==> config.mk <==
export PLATFORM = sky130hd
export DESIGN_NAME = reg_file
export DESIGN_NICKNAME = d
export VERILOG_FILES = /design/src/rtl/reg_file_pkg.sv /design/src/rtl/reg_file_read_port.sv /design/src/rtl/reg_file.sv
export SDC_FILE = /design/constraint.sdc
export NUM_CORES = 2
export LEC_CHECK = 0
export BUFFER_PORTS_ARGS = -buffer_cell sky130_fd_sc_hd__clkbuf_2
export CAP_MARGIN = 30
export CORE_ASPECT_RATIO = 1.2
export CORE_UTILIZATION = 60
export DETAILED_ROUTE_END_ITERATION = 10
export GPL_TIMING_DRIVEN = 0
export PLACE_DENSITY = 0.87
export SLEW_MARGIN = 20
export SYNTH_ARGS = -nofsm -noshare
export SYNTH_HDL_FRONTEND = slang
export SYNTH_HIERARCHICAL = 1
export SYNTH_SLANG_ARGS = --single-unit
==> constraint.sdc <==
create_clock -name clk -period 3.8 [get_ports clk]
set_input_delay 0.57 -clock clk [delete_from_list [all_inputs] [get_ports clk]]
set_output_delay 0.57 -clock clk [all_outputs]
set_load 0.02 [all_outputs]
==> src/rtl/reg_file_pkg.sv <==
// Shared register-file definitions used by decode, forwarding and write-back logic.
// Width defaults, the hard-wired $zero index and a small index helper.
package reg_file_pkg;

  localparam int DEF_DATA_W = 32;
  localparam int DEF_ADDR_W = 5;
  localparam int DEF_CNT_W  = 32;
  localparam int NUM_REGS   = 32;

  localparam logic [DEF_ADDR_W-1:0] REG_ZERO = 5'd0;

  typedef logic [DEF_DATA_W-1:0] word_t;
  typedef logic [DEF_ADDR_W-1:0] reg_idx_t;

  function automatic logic is_reg_zero(input reg_idx_t idx);
    return idx == REG_ZERO;
  endfunction

endpackage

==> src/rtl/reg_file_read_port.sv <==
// One combinational register-file read port: forces $zero to 0 and, when
// BYPASS_EN is set, forwards same-cycle write data to the reader.
module reg_read_port
  import reg_file_pkg::*;
#(
  parameter int DATA_W    = DEF_DATA_W,
  parameter int ADDR_W    = DEF_ADDR_W,
  parameter bit BYPASS_EN = 1'b0
) (
  input  logic [ADDR_W-1:0] raddr_i,
  input  logic [DATA_W-1:0] stored_i,
  input  logic              wen_i,
  input  logic [ADDR_W-1:0] waddr_i,
  input  logic [DATA_W-1:0] wdata_i,
  output logic [DATA_W-1:0] rdata_o
);

  logic bypass_hit;

  // A write to $zero is never forwarded, since the zero check takes priority.
  assign bypass_hit = BYPASS_EN && wen_i && (waddr_i == raddr_i);

  always_comb begin
    rdata_o = stored_i;
    if (raddr_i == '0) begin
      rdata_o = '0;
    end else if (bypass_hit) begin
      rdata_o = wdata_i;
    end
  end

endmodule

==> src/rtl/reg_file.sv <==
// MIPS 32 x 32-bit register file: two operand read ports, one write port,
// a debug read port and a committed-write counter. Macro REGFILE_BYPASS_EN
// enables same-cycle write-to-read forwarding on rdata1/rdata2 only.
module reg_file
  import reg_file_pkg::*;
#(
  parameter int DATA_W = DEF_DATA_W,
  parameter int ADDR_W = DEF_ADDR_W,
  parameter int CNT_W  = DEF_CNT_W
) (
  input  logic              clk,
  input  logic              rst_n,
  input  logic              RegWrite,
  input  logic [ADDR_W-1:0] waddr,
  input  logic [DATA_W-1:0] reg_datain,
  input  logic [ADDR_W-1:0] raddr1,
  output logic [DATA_W-1:0] rdata1,
  input  logic [ADDR_W-1:0] raddr2,
  output logic [DATA_W-1:0] rdata2,
  input  logic [ADDR_W-1:0] dbg_addr,
  output logic [DATA_W-1:0] dbg_data,
  output logic [CNT_W-1:0]  wr_count
);

  localparam int NREGS = 1 << ADDR_W;

`ifdef REGFILE_BYPASS_EN
  localparam bit OPERAND_BYPASS = 1'b1;
`else
  localparam bit OPERAND_BYPASS = 1'b0;
`endif

  logic [DATA_W-1:0] regs_q [NREGS];
  logic [CNT_W-1:0]  count_q;
  logic [CNT_W-1:0]  count_d;
  logic              commit;

  assign commit  = RegWrite && (waddr != '0);
  assign count_d = count_q + CNT_W'(1);

  // Entry 0 is cleared on reset and never written, so storage agrees with $zero.
  always_ff @(posedge clk or negedge rst_n) begin
    if (!rst_n) begin
      for (int i = 0; i < NREGS; i++) begin
        regs_q[i] <= '0;
      end
      count_q <= '0;
    end else if (commit) begin
      regs_q[waddr] <= reg_datain;
      count_q       <= count_d;
    end
  end

  assign wr_count = count_q;

  reg_read_port #(
    .DATA_W   (DATA_W),
    .ADDR_W   (ADDR_W),
    .BYPASS_EN(OPERAND_BYPASS)
  ) u_port1 (
    .raddr_i (raddr1),
    .stored_i(regs_q[raddr1]),
    .wen_i   (RegWrite),
    .waddr_i (waddr),
    .wdata_i (reg_datain),
    .rdata_o (rdata1)
  );

  reg_read_port #(
    .DATA_W   (DATA_W),
    .ADDR_W   (ADDR_W),
    .BYPASS_EN(OPERAND_BYPASS)
  ) u_port2 (
    .raddr_i (raddr2),
    .stored_i(regs_q[raddr2]),
    .wen_i   (RegWrite),
    .waddr_i (waddr),
    .wdata_i (reg_datain),
    .rdata_o (rdata2)
  );

  // The board display always shows committed state, never in-flight data.
  reg_read_port #(
    .DATA_W   (DATA_W),
    .ADDR_W   (ADDR_W),
    .BYPASS_EN(1'b0)
  ) u_dbg_port (
    .raddr_i (dbg_addr),
    .stored_i(regs_q[dbg_addr]),
    .wen_i   (RegWrite),
    .waddr_i (waddr),
    .wdata_i (reg_datain),
    .rdata_o (dbg_data)
  );

endmodule

# After elaboration in Yosys (flattened, before gate mapping)
# Cells that the tools add are included.
# W data, S select, Z words.
[totals]
word_cells = 64
ff_bits = 1056
[op_classes]
add_sub_neg = 1
n_mux = 15
n_reduce_logical = 6
bitwise = 4
order_cmp = 5
[op_table]
columns = ["op", "n"]
rows = [
  ["$bwmux W1024", 1],
  ["$bmux W32 S5", 3],
  ["$mux W32", 10],
  ["$demux W32 S5", 1],
  ["$add A32 B1 Y32 const B", 1],
  ["$ge A6 B6 Y1 const B", 4],
  ["$not A5 Y6", 4],
  ["$logic_not A5 Y1", 3],
  ["$lt A6 B1 Y1 const B", 1],
  ["$reduce_bool A5 Y1", 1],
  ["$logic_and A1 B1 Y1", 2],
]

# Depth between registers and ports, before layout
[logic_depth]
ltp_word = 6
depth_mapped = 9

# Cells and area by module
# Netlist, hierarchy kept.
[by_module_without_submodules]
columns = ["mod", "n_inst", "cells_each", "seq_area_each_um2", "area_each_um2"]
rows = [
  ["reg_file", 1, 5901, 26425.3, 65535.4],
  ["reg_read_port", 3, 40, 0.0, 321.6],
]

# Worst setup path after synthesis
# Ideal clock, no wire load.
[synth_path]
path_kind = "input port to output port"
start = "in dbg_addr[1]"
end = "out dbg_data[30]"
required_time_ns = 3.230
n_path_buf = 4
path_stages = 9
t_arrival_ns = 2.257
path_slack_ns = 0.973
path_cell_list = "buf_2 > buf_2 > buf_2 > buf_2 > mux2i_1 > a21oi_1 > nand3_1 > nand3_1 > a21boi_0"
[synth_between]
elab_chain_cells = 5
word_cells_on_any_way = 6
classes_between = "mux (4); bitwise (1); reduce/logical (1)"
[synth_lines]
columns = ["element", "line", "rtl"]
rows = [
  ["start: declaration", "reg_file.sv:20", "input logic [ADDR_W-1:0] dbg_addr,"],
  ["$not A5 Y6 (not written as such)", "reg_file.sv:89", ".stored_i(regs_q[dbg_addr]),"],
  ["$bmux W32 S5", "reg_file.sv:89", ""],
  ["$mux W32 (not written as such) (2 in a row)", "reg_file.sv:89", ""],
  ["$mux W32 (*)", "reg_file_read_port.sv:25", "if (raddr_i == '0) begin"],
  ["end: declaration", "reg_file.sv:21", "output logic [DATA_W-1:0] dbg_data,"],
]
# Every way passes the cells marked *; elsewhere a longest branch is shown, timed or not. The select of a mux whose other input is x is not followed.

# Worst setup path in the final report
[layout_path]
start = "in dbg_addr[0]"
end = "out dbg_data[9]"
# The elaborated chain is that of the path after synthesis.

==> out/metrics.json <==
{
  "outcome": "finished, violations left",
  "violated_checks": "negative setup slack",
  "first_global_vias": 58541,
  "count_of_mapped_cells_out_of_synthesis": 6021,
  "aggregate_routed_wire_length_um": 292400,
  "design.die.area_um2": 112200,
  "power.density_cell_area_nw_per_um2": 493.0,
  "period_minus_slack_ps": 4015,
  "report.final.slew_viol_count": 0,
  "number_of_buffers_on_the_longest_clock_path": 3,
  "yosys_register_bits": 1056,
  "dp.final_hpwl_um": 202800,
  "number_of_nets_at_the_end_of_the_flow": 6415,
  "clk-insertion-delay-late_ps": 760,
  "globalplace.congestion": 1.044,
  "via_per_inst": 7.567,
  "area_delta_synth_final_pct": 11.95,
  "yosys.area_share.xor_xnor": 0.003951,
  "core.rowCount": 133,
  "setup_ws_ps": -215.1,
  "instance_area_after_placement_um2": 69850,
  "die_h_um": 366.7,
  "largest_family_of_logic_cells_by_synthesized_area": "multiplexers",
  "synth_sequential_area_ratio": 0.3974,
  "hold_ws_ps": 82.58,
  "drt-initial-drc-count": 9264,
  "ant_nets": 0,
  "yosys.area.top_type_share": 0.3974,
  "numCtsBuffers": 110,
  "yosys-mux-area-fraction": 0.3993,
  "groute.usage.overall": 0.5123,
  "synth_area_leaders": "sky130_fd_sc_hd__dfrtp_1 40%, sky130_fd_sc_hd__mux2i_1 23%, sky130_fd_sc_hd__mux2_2 17%, sky130_fd_sc_hd__a22oi_1 3.3%, sky130_fd_sc_hd__a22o_1 2.5%",
  "yosysTopAreaCell": "sky130_fd_sc_hd__dfrtp_1",
  "tightestPinTransition_ps": 1199,
  "grt_pass1_wl_um": 409900,
  "layout_common_cells": "1536 x sky130_fd_sc_hd__mux2i_1, 1056 x sky130_fd_sc_hd__dfrtp_1, 982 x sky130_fd_sc_hd__mux2_2",
  "setup_violations": 53,
  "routed-via-count": 59623,
  "drv_cap": 0,
  "synth-simple-area-share": 0.05656,
  "largest_net_degree_at_the_start_of_global_routing": 96,
  "timing.final.crit_share": 1.057,
  "post_drt_wl_per_cell_um": 37.11,
  "worst_case_vdd_ir_drop_uv": 423.8,
  "clk_root_buffer_cell": "sky130_fd_sc_hd__clkbuf_16",
  "leakage_nw": 35.80,
  "grt_overflow": 0,
  "clock.fmax_mhz": 249.1,
  "post_synthesis_average_cell_area_um2": 11.04,
  "setup_crit_end_kind": "output port",
  "crit_fanout": 10,
  "yosys_warnings": 6,
  "initial_standard_cell_utilization_of_the_core": 0.6064,
  "horizontal_extent_of_the_die_um": 305.9,
  "clk_transition_reported_paths_ps": 60,
  "tritoncts_num_sinks": 1056,
  "port-buffer-count": 182,
  "setup.worst_path.class": "input pin to output port",
  "synth_area_um2": 66500,
  "h-tree-depth": 3,
  "detailedRoute.firstPassIterationCount": 10,
  "hold_path_class": "input pin to register",
  "grt_antenna_before_repair": 12,
  "synth_nets": 6077,
  "rsz0062_at_grt": "yes",
  "yosys.area_share.adder": 0.0001882,
  "critical_path_required_ps": 3230,
  "postCtsSetupBuffers": 0,
  "postLayoutCellArea_um2": 74450,
  "skew_ps": 11.31,
  "final_layout_size_suffix_gt1_frac": 0.2841,
  "setup.worst_path.start_class": "input pin",
  "layout.cells.most_common": "sky130_fd_sc_hd__mux2i_1",
  "netlist-cell-type-count": 39,
  "coreArea_um2": 109700,
  "timing.final.hold_violations": 0,
  "pin_count": 183,
  "cp.arrival_ps": 3450,
  "area_fraction_in_compound_gates_after_synthesis": 0.1001,
  "tritoncts": "built",
  "drc": 0,
  "setup_tns_ps": -4059,
  "dp_slack_ps": -816.4,
  "relative_slew_slack": 0.2007,
  "filler_cell_count": 8094
}
[cell usage after synthesis]
library cell                  n
sky130_fd_sc_hd__a21boi_0     6
sky130_fd_sc_hd__a21boi_1    81
sky130_fd_sc_hd__a21boi_2    10
sky130_fd_sc_hd__a21oi_1    288
sky130_fd_sc_hd__a22o_1     192
sky130_fd_sc_hd__a22oi_1    288
sky130_fd_sc_hd__a31oi_1     96
sky130_fd_sc_hd__and2_1       4
sky130_fd_sc_hd__and2b_1      1
sky130_fd_sc_hd__and3_1       4
sky130_fd_sc_hd__and4_1       1
sky130_fd_sc_hd__buf_1       54
sky130_fd_sc_hd__buf_2      254
sky130_fd_sc_hd__buf_4       17
sky130_fd_sc_hd__buf_6        9
sky130_fd_sc_hd__clkbuf_1   291
sky130_fd_sc_hd__dfrtp_1   1056
sky130_fd_sc_hd__ha_1         1
sky130_fd_sc_hd__inv_1        8
sky130_fd_sc_hd__mux2_1      11
sky130_fd_sc_hd__mux2_2     982
sky130_fd_sc_hd__mux2i_1   1536
sky130_fd_sc_hd__nand2_1    316
sky130_fd_sc_hd__nand2b_1     9
sky130_fd_sc_hd__nand3_1    303
sky130_fd_sc_hd__nand4_1      9
sky130_fd_sc_hd__nand4_2      1
sky130_fd_sc_hd__nand4b_1     1
sky130_fd_sc_hd__nor2_1      26
sky130_fd_sc_hd__nor2b_1     13
sky130_fd_sc_hd__nor3_1     106
sky130_fd_sc_hd__nor3_2       1
sky130_fd_sc_hd__nor4_1       6
sky130_fd_sc_hd__nor4_4       3
sky130_fd_sc_hd__o21ai_0      1
sky130_fd_sc_hd__or2_2        3
sky130_fd_sc_hd__or3_1        3
sky130_fd_sc_hd__xnor2_1     14
sky130_fd_sc_hd__xor2_1      16
[routing by layer]
metal | GRT usage | vias up | routed length, um
met3 | 0.2335 | 1894 | 42660
met4 | 0.4856 | 10 | 35040
met1 | 0.5666 | 29133 | 94590
li1 | - | 23083 | -
met5 | 0.01680 | - | 230
met2 | 0.7234 | 5503 | 119900
[layout make-up]
cell class                      count  area, um2  share of cell area
Antenna cell                       20      50.05           0.0006723
Buffer                            625       3359             0.04513
Clock buffer                      146       3109             0.04176
Clock inverter                     49      669.4            0.008991
Inverter                            8      30.03           0.0004034
Multi-Input combinational cell   4332      37390              0.5023
Sequential cell                  1056      26430              0.3550
Tap cell                         1417       1773             0.02381
Timing Repair Buffer              226       1639             0.02202
[stage by stage]
step	util	total power, mW	std cells
2_1_floorplan	-	21.26	6021
3_3_place_gp	0.6309	23.87	7620
3_5_place_dp	0.6370	24.44	7657
4_1_cts	0.6741	35.95	7853
5_1_grt	0.6786	37.56	7865
6_report	0.6789	36.70	7879
[cells by family after synthesis]
kind of cell    after synthesis
flops                      1056
compound gates              962
mux                        2529
simple gates                810
xor+xnor                     30
fa+ha+maj                     1
buf+inv                     633
[what timing repair did]
item,4_1_cts,5_1_grt
endpoints found under the hold margin,81,0
endpoints found under the setup margin,96,92
gates resized for setup,154,229
hold buffers,1,0
[power breakdown]
group          switching (mW)  total, mW  internal [mW]
Sequential               2.31       15.7           13.3
Combinational            5.09       9.32           4.23
Clock                    4.94       11.7           6.79
Total                    12.3       36.7           24.4
[final timing paths]
| check | slack, ps | start | endpoint | depth (start not counted) |
|---|---|---|---|---|
| worst max-delay path | -220 | dbg_addr[0] | dbg_data[9] | 9 |
| max in group asynchronous | 1540 | rst_n | regs_q[47] | 5 |
| worst max register to register | 1710 | wr_count[0] | wr_count[26] | 6 |
| worst min register to register | 480 | wr_count[31] | wr_count[31] | 1 |
| min in group asynchronous | 430 | rst_n | wr_count[2] | 2 |
| worst min-delay path | 80 | reg_datain[5] | regs_q[5] | 2 |
[critical path, stage by stage]
cell and delay, ps:
sky130_fd_sc_hd__clkbuf_2 250, sky130_fd_sc_hd__and2_1 190, sky130_fd_sc_hd__buf_2 380, sky130_fd_sc_hd__clkbuf_1 790
sky130_fd_sc_hd__a21oi_1 230, sky130_fd_sc_hd__a31oi_1 410, sky130_fd_sc_hd__nand3_1 230, sky130_fd_sc_hd__a21boi_1 190
sky130_fd_sc_hd__clkbuf_2 190
[flip-flops by register name, summed over array words and instances, names as in the netlist]
| signal | cells |
|---|---|
| wr_count | 32 |
| regs_q | 1024 |
No activity file was read; power rests on OpenSTA's default activity.
